File: src/rtl/bytebeat_pkg.sv
// Shared types and helpers for the bytebeat mixer.
package bytebeat_pkg;

    // Per-voice formula selector codes
    typedef enum logic [1:0] {
        FORM_CHIME = 2'd0,
        FORM_PULSE = 2'd1,
        FORM_XOR   = 2'd2,
        FORM_SAW   = 2'd3
    } formula_e;

    localparam int unsigned SampleW = 8;

    // Right shift that turns the voice sum into an average
    function automatic int unsigned mix_shift(input int unsigned num_voices);
        return (num_voices <= 1) ? 0 : $clog2(num_voices);
    endfunction

endpackage

File: src/rtl/bytebeat_voice.sv
// One bytebeat voice: formula evaluator, mute gate and voice register.
module bytebeat_voice
    import bytebeat_pkg::*;
#(
    parameter int unsigned T_WIDTH = 24
) (
    input  logic               clk,
    input  logic               rst_n,
    input  logic               load,
    input  logic [T_WIDTH-1:0] t,
    input  logic [1:0]         sel,
    input  logic               mute,
    output logic [SampleW-1:0] voice
);

    logic [SampleW-1:0] form_val;
    logic [SampleW-1:0] voice_q;

    // Evaluate the selected formula at full width, keep the low byte
    always_comb begin
        form_val = '0;
        unique case (formula_e'(sel))
            FORM_CHIME: form_val = SampleW'(t * (((t >> 12) | (t >> 8)) &
                                                 (T_WIDTH'(63) & (t >> 4))));
            FORM_PULSE: form_val = SampleW'(t * ((t >> 5) | (t >> 8)));
            FORM_XOR:   form_val = SampleW'(((t * T_WIDTH'(5)) & (t >> 7)) |
                                            ((t * T_WIDTH'(3)) & (t >> 10)));
            FORM_SAW:   form_val = SampleW'(t);
            default:    form_val = '0;
        endcase
    end

    // Voice register loads once per tick; a muted voice contributes zero
    always_ff @(posedge clk) begin
        if (!rst_n) begin
            voice_q <= '0;
        end else if (load) begin
            voice_q <= mute ? '0 : form_val;
        end
    end

    assign voice = voice_q;

endmodule

File: src/rtl/bytebeat_mixer.sv
// Multi-voice bytebeat engine: prescaler, time counter, voices, averaging mix
// and PWM DAC. Define BYTEBEAT_PWM_EN to build the PWM; otherwise pwm_out is 0.
module bytebeat_mixer
    import bytebeat_pkg::*;
#(
    parameter int unsigned T_WIDTH    = 24,
    parameter int unsigned NUM_VOICES = 2,
    parameter int unsigned SAMPLE_DIV = 1250
) (
    input  logic                    clk,
    input  logic                    rst_n,
    input  logic                    ena,
    input  logic                    restart,
    input  logic [2*NUM_VOICES-1:0] formula_sel,
    input  logic [NUM_VOICES-1:0]   mute,
    output logic [SampleW-1:0]      sample,
    output logic                    sample_valid,
    output logic                    pwm_out
);

    localparam int unsigned Shift = mix_shift(NUM_VOICES);
    localparam int unsigned AccW  = SampleW + Shift;
    localparam int unsigned DivW  = $clog2(SAMPLE_DIV);

    logic [DivW-1:0]    div_cnt;
    logic [T_WIDTH-1:0] t;
    logic               tick;
    logic               tick_q;
    logic               voice_valid_q;
    logic [SampleW-1:0] voice_out [NUM_VOICES];
    logic [AccW-1:0]    acc;
    logic [SampleW-1:0] mix_d;
    logic [SampleW-1:0] sample_q;
    logic               sample_valid_q;

    // restart wins over a coincident tick
    assign tick = ena && !restart && (div_cnt == DivW'(SAMPLE_DIV - 1));

    // Prescaler and shared time counter; tick_q marks a freshly advanced t
    always_ff @(posedge clk) begin
        if (!rst_n) begin
            div_cnt <= '0;
            t       <= '0;
            tick_q  <= 1'b0;
        end else begin
            tick_q <= tick;
            if (restart) begin
                div_cnt <= '0;
                t       <= '0;
            end else if (ena) begin
                if (tick) begin
                    div_cnt <= '0;
                    t       <= t + T_WIDTH'(1);
                end else begin
                    div_cnt <= div_cnt + DivW'(1);
                end
            end
        end
    end

    for (genvar v = 0; v < NUM_VOICES; v++) begin : g_voice
        bytebeat_voice #(
            .T_WIDTH(T_WIDTH)
        ) u_voice (
            .clk  (clk),
            .rst_n(rst_n),
            .load (tick_q),
            .t    (t),
            .sel  (formula_sel[2*v +: 2]),
            .mute (mute[v]),
            .voice(voice_out[v])
        );
    end

    // Sum voice bytes and divide by the voice count
    always_comb begin
        acc = '0;
        for (int unsigned v = 0; v < NUM_VOICES; v++) begin
            acc = acc + AccW'(voice_out[v]);
        end
        mix_d = SampleW'(acc >> Shift);
    end

    // Voice-valid delay and mix/output register with its one-cycle strobe
    always_ff @(posedge clk) begin
        if (!rst_n) begin
            voice_valid_q  <= 1'b0;
            sample_q       <= '0;
            sample_valid_q <= 1'b0;
        end else begin
            voice_valid_q  <= tick_q;
            sample_valid_q <= voice_valid_q;
            if (voice_valid_q) begin
                sample_q <= mix_d;
            end
        end
    end

    assign sample       = sample_q;
    assign sample_valid = sample_valid_q;

`ifdef BYTEBEAT_PWM_EN
    logic [7:0] pwm_cnt;
    logic       pwm_q;

    // Free-running 256-cycle PWM compared against the current sample
    always_ff @(posedge clk) begin
        if (!rst_n) begin
            pwm_cnt <= '0;
            pwm_q   <= 1'b0;
        end else begin
            pwm_cnt <= pwm_cnt + 8'd1;
            pwm_q   <= (pwm_cnt < sample_q);
        end
    end

    assign pwm_out = pwm_q;
`else
    assign pwm_out = 1'b0;
`endif

endmodule

File: config.mk
export PLATFORM = sky130hd
export DESIGN_NAME = bytebeat_mixer
export DESIGN_NICKNAME = d
export VERILOG_FILES = /design/src/rtl/bytebeat_pkg.sv /design/src/rtl/bytebeat_voice.sv /design/src/rtl/bytebeat_mixer.sv
export SDC_FILE = /design/constraint.sdc
export NUM_CORES = 1
export LEC_CHECK = 0
export CAP_MARGIN = 10
export CORE_UTILIZATION = 60
export CTS_BUF_LIST = sky130_fd_sc_hd__clkbuf_16
export DETAILED_ROUTE_END_ITERATION = 6
export PLACE_DENSITY = 0.77
export SKIP_CTS_REPAIR_TIMING = 1
export SLEW_MARGIN = 25
export SYNTH_ARGS = -nofsm -noshare
export SYNTH_HDL_FRONTEND = slang
export SYNTH_SLANG_ARGS = --single-unit
File: constraint.sdc
create_clock -name clk -period 13.8 [get_ports clk]
set_input_delay 4.14 -clock clk [delete_from_list [all_inputs] [get_ports clk]]
set_output_delay 4.14 -clock clk [all_outputs]
set_load 0.005 [all_outputs]
==> impl_summary.md, run 1 <==
Outcome
The run finished with clean final reports.

Setup path
In this run the number of cells on the critical path is 7. For the worst setup path, the data arrival time is 6710 ps. The kind of cell with the highest combined delay along the critical path is simple AND/OR/NAND/NOR gates. The critical path ends at t[13]. The required time at the worst-slack endpoint is 14010 ps. The internal reg-to-reg setup slack is 8410 ps. The master of the slowest instance on the critical path is clkdlybuf4s50_1. The worst register-to-register path ends at g_voice[1].u_voice.voice[7]. The critical path is of the in -> reg type. The delay contributed by the slowest stage of the critical path is 620 ps. The worst setup path is launched from a primary input.

The critical path goes through clkdlybuf4s50_1 -> or4b_1 -> nor3_4 -> and3_1 -> nand4_1 -> or3_1 -> a21oi_1. The worst setup path startpoint is ena. In this run the worst path has a maximum fanout of 9. The launch instance of the worst register-to-register path is t[8]. The number of buffer and inverter stages on the critical path is 1. The worst reg2reg path depth is 14. The worst setup path is captured at a register.

Yosys
The sequential element share of the synthesized area is 20.80%. The post-synth net total is 738. For this run, asynchronously set or reset flops after synthesis account for 0%. Counting flops with a built-in enable in the synthesized netlist gives 0. The most used flip-flop cell after synthesis is dfxtp_1.

The post-synthesis cell type count is 57. The cell area after synthesis is 5389 sq um. The synthesized netlist cell count is 645. Synthesis inferred 56 register bits. The number of synthesis warnings is 0. A synthesized cell averages 8.355 sq um.

Power and ir drop
Internal power comes to 0.0002333 W. The leakage power is 2.457 nW. In this run switching power makes up 20.76% of total power. The combinational power share is 4.3%.

The clock network burns 40.6% of the power. In this run, flip-flops and latches consume 55.0% of the power. The power density over cell area is 51.50 nW/um^2. The worst-case IR drop observed on VDD is 0.03912 mV. In this run the power spent charging and discharging nets is 0.00006111 W.

STA
The actual slew at the worst max-slew pin is 918.9 ps. Subtracting the final worst setup slack from the clock period gives 6499 ps. The accumulated negative setup slack is 0 ps. Clock skew on the completed layout was measured at 9.599 ps.

Setup violations remaining at the end of the flow were counted as 0. The total count of hold-check failures in the final report is 0. In this run the tightest slew margin relative to its limit is 38.65%.

Setup repair after global routing left no endpoint under its margin. The total count of max-transition violations in the final report came to 0. The final critical path takes up 47.09% of the cycle. The minimum setup slack in the final design is 7301 ps. Across all hold checks on the routed design, the worst slack comes to 479.8 ps. The highest clock rate is 0.1539 GHz.

Cells and area
The number of antenna diodes in the final layout is 0. The layout-stage area growth over the synthesis result is 6.060%. The post-layout instance area is 5715 sq um. The number of nets in the layout is 729. The post-route netlist has 3.454% of its cells at a drive strength greater than 1. The total of fill cells in the finished design is 748.

Drt
In the routed design, unresolved DRC markers number 0. The routed layout has 4377 vias. For this block, the initial DRC count from the detailed router was 255. The detailed-route vias per instance is 5.875.

The wire length per cell after detailed routing is 15.79 microns. In this run the remaining antenna-violating nets after routing total 0. The first TritonRoute pass finished after 4 iterations.

Summed over all layers, the routed wires come to 11760 microns.

Floorplan
For this design the top-level I/O count stands at 20. The die outline area is 9364 sq um. The die boundary height is 96.77 microns.

Measured along the x axis, the die boundary spans 96.77 microns. The standard cell core area is 8721 sq um. The initial utilization of the core area, before any placement, comes to 61.79%. The number of cell rows is 34.

Clock tree
The worst-skew pair later-pin latency is 290 ps. The clock tree buffer depth is 2. The clock tree from TritonCTS is done. The clock-pin transition on the worst setup and hold timing paths is 70 ps. CTS placed an instance of clkbuf_16 at the clock tree root.

The number of buffers inserted during clock tree synthesis is 5. The clock drives 56 sinks. The deepest level of the CTS H-tree is 2.

Placed design
The worst slack at placement is 7028 ps. During placement, the flow inserted port buffers numbering 18. After legalization and detailed placement, the total HPWL measured 8871 microns.

Once placement finished, the instance area stood at 5574 sq um. The congestion estimate from routability-driven global placement came to 0.8458.

Global route
Entering global routing, the biggest net connects 35 pins. Across every metal layer, demand over resource in global routing totals 26.40%. After global routing the overflow that remains totals 0.

The number of antenna violations at the first check in global routing is 0. The first-pass GRT wire length is 20400 microns. The via count of the first global-routing pass is 4388.

Job
The number of maximum-capacitance constraint violations is 0.

Hold path
The tightest min-delay check is of the reg -> reg type.
==> cells in the mapped netlist (21+ instances only) <==
cell | number | area [sq um]
o21ai_0 | 30 | 150.1
inv_1 | 69 | 259.0
fa_1 | 27 | 540.5
xor2_1 | 21 | 183.9
xnor2_1 | 32 | 280.3
clkbuf_1 | 31 | 116.4
nand2_1 | 36 | 135.1
a21oi_1 | 24 | 120.1
ha_1 | 56 | 700.7
nor2_1 | 59 | 221.5
dfxtp_1 | 56 | 1121
nor2b_1 | 30 | 187.7
==> final cells by class <==
class / instances / area [sq um] / area share, %
Inverter: 69 / 259.0 / 4.532
Sequential cell: 56 / 1121 / 19.61
Clock inverter: 3 / 16.27 / 0.2846
Clock buffer: 5 / 125.1 / 2.189
Tap cell: 108 / 135.1 / 2.364
Timing Repair Buffer: 22 / 210.2 / 3.678
Multi-Input combinational cell: 482 / 3849 / 67.34
==> per-stage QoR <==
step                utilization (%)  std cells  total power [W]
floorplan                         -        645        0.0001741
global placement              63.92        737        0.0001782
detailed placement            63.92        737        0.0001784
CTS                           65.54        745        0.0002973
global route                  65.54        745        0.0003042
finish                        65.54        745        0.0002944
==> metal layers <==
metal | vias up | global-route usage (%) | part of all wire, %
met5 | - | 0 | 0
met4 | 0 | 11.60 | 2.1
met3 | 16 | 3.685 | 4.3
met2 | 104 | 43.82 | 48
met1 | 2102 | 34.28 | 46
li1 | 2155 | - | -
==> cells in the final DEF (no fill, tap or decap), types with 3 or more instances in the layout <==
cell type,n
clkdlybuf4s50_1,18
mux2i_1,13
xor2_1,21
o31ai_1,5
buf_4,4
o211ai_1,8
fa_1,27
clkbuf_16,5
a21boi_0,6
and2_1,19
xnor2_1,32
nor2b_1,30
nand2b_1,6
a22oi_1,5
dfxtp_1,56
a21oi_1,24
nand2_1,36
a2bb2oi_1,3
a221oi_1,4
ha_1,56
nand4_1,4
a21o_1,10
nor2_1,59
nor3_1,7
o21a_1,12
inv_1,71
mux4_2,5
and3_1,5
nand3_1,17
o21ai_0,30
==> worst min-delay path by stage <==
| stage | start | depth (start not counted) | slack [ps] | endpoint |
|---|---|---|---|---|
| finish | g_voice[0].u_voice.voice[7] | 1 | 480 | g_voice[0].u_voice.voice[7] |
| CTS | g_voice[0].u_voice.voice[7] | 1 | 480 | g_voice[0].u_voice.voice[7] |
| detailed placement | g_voice[0].u_voice.voice[7] | 1 | 470 | g_voice[0].u_voice.voice[7] |
| global placement | g_voice[1].u_voice.voice[7] | 1 | 460 | g_voice[1].u_voice.voice[7] |
| global route | g_voice[1].u_voice.voice[7] | 1 | 500 | g_voice[1].u_voice.voice[7] |
| floorplan | g_voice[1].u_voice.voice[6] | 2 | 450 | g_voice[1].u_voice.voice[6] |
==> sequential cells by signal, summed over array words and instances (netlist names) <==
register / count
tick_q: 1
sample: 8
voice_valid_q: 1
t: 18
sample_valid: 1
div_cnt: 11
g_voice.u_voice.voice: 16
==> power groups by stage <==
stage	logic, W	clock network, W	registers [W]
3_5_place_dp	0.0000127	0	0.000166
2_1_floorplan	0.00000847	0	0.000166
3_3_place_gp	0.0000125	0	0.000166
5_1_grt	0.0000140	0.000128	0.000162
6_report	0.0000128	0.000120	0.000162
4_1_cts	0.0000128	0.000123	0.000162
==> cell families (layout without fill, tap and decap cells) <==
group	Yosys count	after routing	share of synthesized area [%]
AO/OA/AOI/OAI	126	126	15.51
multiplexers	20	20	4.922
XOR/XNOR	55	55	9.450
adder cells (fa/ha/maj)	83	83	23.03
flip-flops	56	56	20.80
AND/OR/NAND/NOR	197	197	18.44
other	1	1	0.06959
buffers and inverters	107	99	7.778
Note: power is estimated with default switching activity, not from simulation.
==> run 2: changes to the inputs <==
- clock period: 13.8 -> 6.3 ns (I/O delays scaled with it)
==> run 2 against run 1 <==
Against the previous run:
- sequential cell count is the same
- power grew 130%
- clock-buffer cell count is the same
- clock skew shrank 1.6 ps
- sequential share of layout area shrank 0.081 points
- combinational power grew 120%
- setup slack lost 6100 ps
- utilization grew 0.27 points
- largest cell class unchanged
==> impl_summary.md, run 2 (synthesis results as in run 1) <==
Setup path
The master of the slowest instance on the critical path is dfxtp_1. The delay contributed by the slowest stage of the critical path came to 630 ps (about the same). The required time at the worst-slack endpoint is 6490 ps (-7520 ps).

The most numerous cell type found on the critical path is fa_1. The worst reg2reg path depth is 14 (unchanged). The startpoint-to-endpoint class of the critical path is reg -> reg.

The capturing element type of the critical path is a register. The internal reg-to-reg setup slack came to 1160 ps (-7250 ps). The worst register-to-register path begins at t[8]. The critical path startpoint category is a register. The top fanout value on the critical path is 14 (+5). The worst path arrival time is 5340 ps (-1370 ps). Traced cell by cell, the critical path runs through inv_1 -> a21oi_1 -> nand2_1 -> fa_1 -> fa_1 -> inv_1 -> fa_1 -> fa_1 -> ha_1 -> a21oi_1 -> xnor2_1 -> xnor3_1 -> mux4_2 -> a32o_1. The most critical setup path has its startpoint at t[8]. The endpoint identified for the worst register-to-register timing path is g_voice[0].u_voice.voice[7]. The worst setup path endpoint is g_voice[0].u_voice.voice[7].

Power and ir drop
The worst ir drop on vdd is 0.1145 mV (+190%). The leakage power came to 2.471 nW (+0.60%). The power density over cell area came to 116.7 nW/um^2 (+130%).

Drt
The detailed-route vias per instance came to 5.909 (+0.58%). The routed via count is 4420 (+0.98%). The total routed wirelength came to 11900 microns (+1.2%). The wire length per cell after detailed routing is 15.91 microns (+0.78%). The number of nets still failing antenna checks after routing was 0 (unchanged). The total DRC errors in the routed layout is 0 (unchanged). The violation count after the first detailed-route iteration is 235 (-7.8%). The length of the first detailed-routing pass in iterations came to 5 (+1).

STA
The count of endpoints failing setup in the final report is 0 (unchanged). The accumulated negative setup slack came to 0 ps (unchanged). The worst slew margin relative to its limit is 42.87% (+4.2 points). The total count of hold-check failures in the final report is 0 (unchanged). The share of the clock period used by the worst path after layout is 81.61%. The shortest clock period the worst path allows after layout is 5141 ps.

The worst-case clock skew is 8.007 ps (-1.593 ps). The total count of max-transition violations in the final report is 0 (unchanged). For this run, the top clock speed supported by timing is 0.1945 GHz. Setup repair after global routing left no endpoint under its margin. The tightest hold margin is 491.0 ps (+11.22 ps). The actual slew at the worst max-slew pin is 857.0 ps (-61.97 ps). The minimum setup slack in the final design came to 1159 ps (-6142 ps).

Floorplan
The initial core utilization is 61.79% (unchanged). The number of cell rows is 34 (unchanged). The die width was 96.77 microns (unchanged).

The die boundary height was 96.77 microns (unchanged). The die outline area is 9364 sq um (unchanged). The standard cell core area is 8721 sq um (unchanged).

The I/O pin count is 20 (unchanged).

Clock tree
The deepest level of the CTS H-tree is 2 (unchanged). The clock-pin transition on the worst setup and hold timing paths is 80 ps (about the same). The worst-skew pair later-pin latency came to 300 ps (about the same). The number of buffers inserted during clock tree synthesis is 5 (unchanged).

The count of clock tree sinks is 56 (unchanged). The clock tree buffer depth was 2 (unchanged). CTS placed an instance of clkbuf_16 at the clock tree root.

TritonCTS built the clock tree.

Cells and area
The area of combinational cells with multiple inputs came to 3849 sq um (unchanged). The non-filler instance count after layout is 748 (+0.40%). The fraction of final layout cells with drive strength greater than 1 came to 4.375% (+0.92 points). The share of the core filled with cells in the final layout came to 65.81% (+0.27 points). The total of fill cells in the finished design is 751 (+0.40%). In the layout the commonest cells are inv_1 (69), nor2_1 (59), ha_1 (56), dfxtp_1 (56), nand2_1 (36). The footprint of the flip-flops and latches is 1121 sq um (unchanged). The number of flip-flops under the largest register name was 18 (unchanged). The antenna diode count came to 0 (unchanged). The area growth from synthesis to layout is 6.501%. The largest register by flop count is t. The number of nets in the layout was 732 (+0.41%). The most frequent standard cell in the layout excluding fill and tap cells is inv_1.

Global route
The via count of the first global-routing pass is 4359 (-0.66%). The number of antenna violations at the first check in global routing is 0 (unchanged). The global-route usage over all layers is 27.13% (+0.72 points). The largest net degree at the start of global routing is 35 (unchanged). The first-pass GRT wire length was 20880 microns (+2.4%).

The overflow left after global routing is 0 (unchanged).

Placed design
The estimated wirelength of the detail-placed design is 9020 microns (+1.7%). The final weighted congestion of routability-driven global placement was 0.9354 (+11%). The number of buffer cells added on primary ports is 18 (unchanged). The worst slack at placement is 1178 ps (-5850 ps). The total instance count after detailed placement was 740 (+0.41%).

Outcome
The run finished with clean final reports.

Hold path
The worst min-delay path class is reg -> reg.

Job
The number of maximum-capacitance constraint violations is 0 (unchanged).
## run 2: cell types whose count changed in the layout (fill, tap and decap cells not counted), sizes merged
cell and change:
buf +4, clkdlybuf4s50 -1, inv -1, clkinv +1
## run 2: metrics by stage
step / power [W] / area (sq um)
final: 0.0006696 / 5739
after global routing: 0.0006902 / 5739
after detailed placement: 0.0003909 / 5597
after global placement: 0.0003906 / 5597
after floorplan: 0.0003814 / 5389
after CTS: 0.0006758 / 5744
## run 2: how the worst min path moves through the flow
stage,from,to,slack (ps),cells past startpoint
after global routing,g_voice[0].u_voice.voice[5],g_voice[0].u_voice.voice[5],510,2
final,sample[0],sample[0],490,1
after CTS,sample[0],sample[0],490,1
after global placement,sample[0],sample[0],460,1
after detailed placement,g_voice[1].u_voice.voice[6],g_voice[1].u_voice.voice[6],470,2
after floorplan,g_voice[1].u_voice.voice[6],g_voice[1].u_voice.voice[6],450,2
## run 2: per-layer routing
metal	global-route usage, %	part of all wire, %	up-vias	routed length (microns)
met5	0	0	-	0
met4	11.02	3.2	0	386
met3	3.829	5.8	35	687
met2	44.04	46	174	5456
met1	36.39	45	2057	5372
li1	-	-	2154	-
## run 2: cell type report
class,count,share of cell area (%)
clock inverter,3,0.3924
sequential,56,19.53
multi-input combinational,482,67.06
inverter,69,4.513
tap,108,2.354
timing repair buffer,25,3.968
clock buffer,5,2.180
## run 2: worst max-delay path: cells and delay by family (launching register included)
family                     cells  cell delay, ps
adders and majority gates      5            2270
AOI/OAI and AO/OA              3             760
DFF                            1             630
xor gates and xnor gates       2             520
muxes                          1             450
buffers and inverters          2             280
and+or+nand+nor                1             130
## run 2: where the power goes
part	internal, W	switching (W)	total, W
Combinational	0.0000108	0.0000172	0.0000280
Sequential	0.000354	0.000000602	0.000355
Clock	0.000149	0.000138	0.000287
Total	0.000514	0.000156	0.000670
==> run 3: changes to the inputs <==
- clock period: 6.3 -> 5.11 ns (I/O delays scaled with it)
==> run 3 against run 2 <==
Against the previous run:
- cell count increased by 1.6%
- critical endpoint unchanged
- clock skew about the same
- setup slack got worse by 920 ps
- wire length increased by 4.4%
- via count increased by 2.9%
- utilization increased by 1.1 points
- hold slack got worse by 6.4 ps
==> impl_summary.md, run 3 (synthesis results as in run 1) <==
Power and ir drop
The total internal power is 0.0006338 W (+23%). The switching fraction of total power is 23.29% (+0.068 points). The power density over cell area was 141.6 nW/um^2 (+21%). The worst ir drop on vdd was 0.1238 mV (+8.2%).

The total power consumption of the routed design was 0.0008262 W (+23%). The clock group share of total power is 42.8% (about the same). The switching power of the nets is 0.0001924 W (+24%). The leakage power is 2.531 nW (+2.4%). The part of the total power dissipated in sequential elements came to 52.9% (about the same). The combinational power share is 4.3% (about the same).

STA
The shortest clock period the worst path allows after layout was 4869 ps (-272.6 ps). Setup repair after global routing left no endpoint under its margin. The worst-case clock skew is 7.829 ps (-0.1775 ps). The minimum setup slack in the final design is 241.4 ps (-917.4 ps). The tightest hold margin is 484.6 ps (-6.368 ps). The accumulated negative setup slack is 0 ps (unchanged). The total count of hold-check failures in the final report was 0 (unchanged).

The count of endpoints failing setup in the final report came to 0 (unchanged). The highest clock rate came to 0.2054 GHz (+5.6%). The share of the clock period used by the worst path after layout is 95.28% (+14 points). The total count of max-transition violations in the final report was 0 (unchanged). The worst slew margin relative to its limit is 43.59% (+0.72 points).

The actual slew at the worst max-slew pin is 846.2 ps (-10.77 ps).

Clock tree
The worst-skew pair later-pin latency is 300 ps (about the same). TritonCTS built the clock tree. The buffer type at the clock tree root is clkbuf_16. The count of clock tree sinks is 56 (unchanged).

The clock-pin transition on the worst setup and hold timing paths is 80 ps (about the same). The deepest level of the CTS H-tree is 2 (unchanged). The clock tree buffer depth came to 2 (unchanged). The number of buffers inserted during clock tree synthesis is 5 (unchanged).

Setup path
The master of the slowest instance on the critical path is dfxtp_1. The most critical setup path has its startpoint at t[10]. The startpoint-to-endpoint class of the critical path is reg -> reg. STA classifies the critical path endpoint as a register.

The top fanout value on the critical path came to 14 (unchanged). The delay contributed by the slowest stage of the critical path is 640 ps (about the same). The worst path arrival time is 5060 ps (-280 ps).

The required time at the worst-slack endpoint came to 5300 ps (-1190 ps). The worst register-to-register path begins at t[10]. The cell type with the highest occurrence count on the critical path is fa_1.

The signal on the critical path passes through o21ai_0 -> fa_1 -> fa_1 -> inv_1 -> fa_1 -> inv_1 -> fa_1 -> inv_1 -> ha_1 -> a21oi_1 -> xnor2_1 -> xnor3_1 -> mux4_2 -> a32o_1. The worst setup path is launched from a register.

Floorplan
The I/O pin count is 20 (unchanged). The standard cell core area was 8721 sq um (unchanged). The die width is 96.77 microns (unchanged).

The number of cell rows is 34 (unchanged). The initial core utilization is 61.79% (unchanged). The die boundary height came to 96.77 microns (unchanged). The die outline area is 9364 sq um (unchanged).

Placed design
The worst slack at placement is 263.0 ps (-915.2 ps). The final weighted congestion of routability-driven global placement is 1.011 (+8.0%). The number of buffer cells added on primary ports is 18 (unchanged).

The estimated wirelength of the detail-placed design is 9554 microns (+5.9%).

Drt
The total routed wirelength is 12420 microns (+4.4%). The wire length per cell after detailed routing was 16.35 microns (+2.7%). The routed via count is 4550 (+2.9%). The detailed-route vias per instance is 5.987 (+1.3%). The violation count after the first detailed-route iteration is 275 (+17%).

The total DRC errors in the routed layout was 0 (unchanged). The length of the first detailed-routing pass in iterations is 5 (unchanged). The number of nets still failing antenna checks after routing is 0 (unchanged).

Outcome
The run finished with clean final reports.

Cells and area
The number of flip-flops under the largest register name is 18 (unchanged). The total of fill cells in the finished design is 735 (-2.1%). Ranked by flip-flop count, first place goes to t. The library cells used most frequently in the layout, excluding fill and tap cells, are inv_1 (69), nor2_1 (59), ha_1 (56), dfxtp_1 (56), nand2_1 (36). The fraction of final layout cells with drive strength greater than 1 was 6.135% (+1.8 points).

The most frequent standard cell in the layout excluding fill and tap cells is inv_1. The antenna diode count is 0 (unchanged). The number of nets in the layout came to 744 (+1.6%). The layout-stage area growth over the synthesis result is 8.312%.

Global route
The number of antenna violations at the first check in global routing was 0 (unchanged). The largest net degree at the start of global routing is 35 (unchanged). The via count of the first global-routing pass is 4472 (+2.6%).

The first-pass GRT wire length was 21160 microns (+1.4%). The global-route usage over all layers was 27.63% (+0.50 points). The overflow left after global routing is 0 (unchanged).

Hold path
The worst hold path begins at sample[0]. The worst hold path belongs to the class reg -> reg.

Job
The number of maximum-capacitance constraint violations came to 0 (unchanged).
run 3: cell count changes in the layout (fill, tap and decap cells not counted):
cell	before	now
clkdlybuf4s50_1	17	18
a21oi_2	0	1
buf_4	7	19
clkinv_4	1	0
buf_2	1	0
a21oi_1	24	23
clkinvlp_4	0	1
run 3: power groups by stage:
stage                     clock network, W  registers [W]  logic (W)
after CTS                         0.000357       0.000437  0.0000351
after detailed placement                 0       0.000447  0.0000349
after global placement                   0       0.000447  0.0000344
after floorplan                          0       0.000447  0.0000229
after global routing              0.000376       0.000437  0.0000385
final                             0.000354       0.000437  0.0000356
run 3: cell type report:
| cell class | count | area, sq um | share of cell area (%) |
|---|---|---|---|
| clock buffer | 5 | 125.1 | 2.144 |
| tap | 108 | 135.1 | 2.315 |
| clock inverter | 3 | 21.27 | 0.3644 |
| sequential | 56 | 1121 | 19.21 |
| inverter | 69 | 259.0 | 4.437 |
| timing repair buffer | 37 | 322.8 | 5.531 |
| multi-input combinational | 482 | 3852 | 66.00 |
run 3: routing by layer:
metal / track usage [%] / part of all wire [%] / up-vias
met5: 0 / 0 / -
met4: 9.300 / 2.8 / 0
met3: 3.757 / 7.1 / 38
met2: 47.83 / 47 / 178
met1: 35.39 / 43 / 2150
li1: - / - / 2184
run 3: worst paths after layout:
check                                                    to  slack (ps)  cells past startpoint
worst min-delay path                              sample[0]         480                      1
worst min register to register                    sample[0]         480                      1
worst max-delay path            g_voice[0].u_voice.voice[7]         240                     14
worst max register to register  g_voice[0].u_voice.voice[7]         240                     14
run 3: through the flow:
stage | std cells | area [sq um] | utilization, %
after floorplan | 645 | 5389 | -
after global placement | 752 | 5687 | 65.21
after detailed placement | 752 | 5687 | 65.21
after CTS | 760 | 5833 | 66.89
after global routing | 760 | 5837 | 66.93
final | 760 | 5837 | 66.93
run 3: worst max-delay path: cells and delay by family, from the launching register on:
kind,cells,cell delay [ps]
xor gates and xnor gates,2,590
adders and majority gates,5,2280
DFF,1,640
muxes,1,470
AOI/OAI and AO/OA,3,620
buffers and inverters,3,150
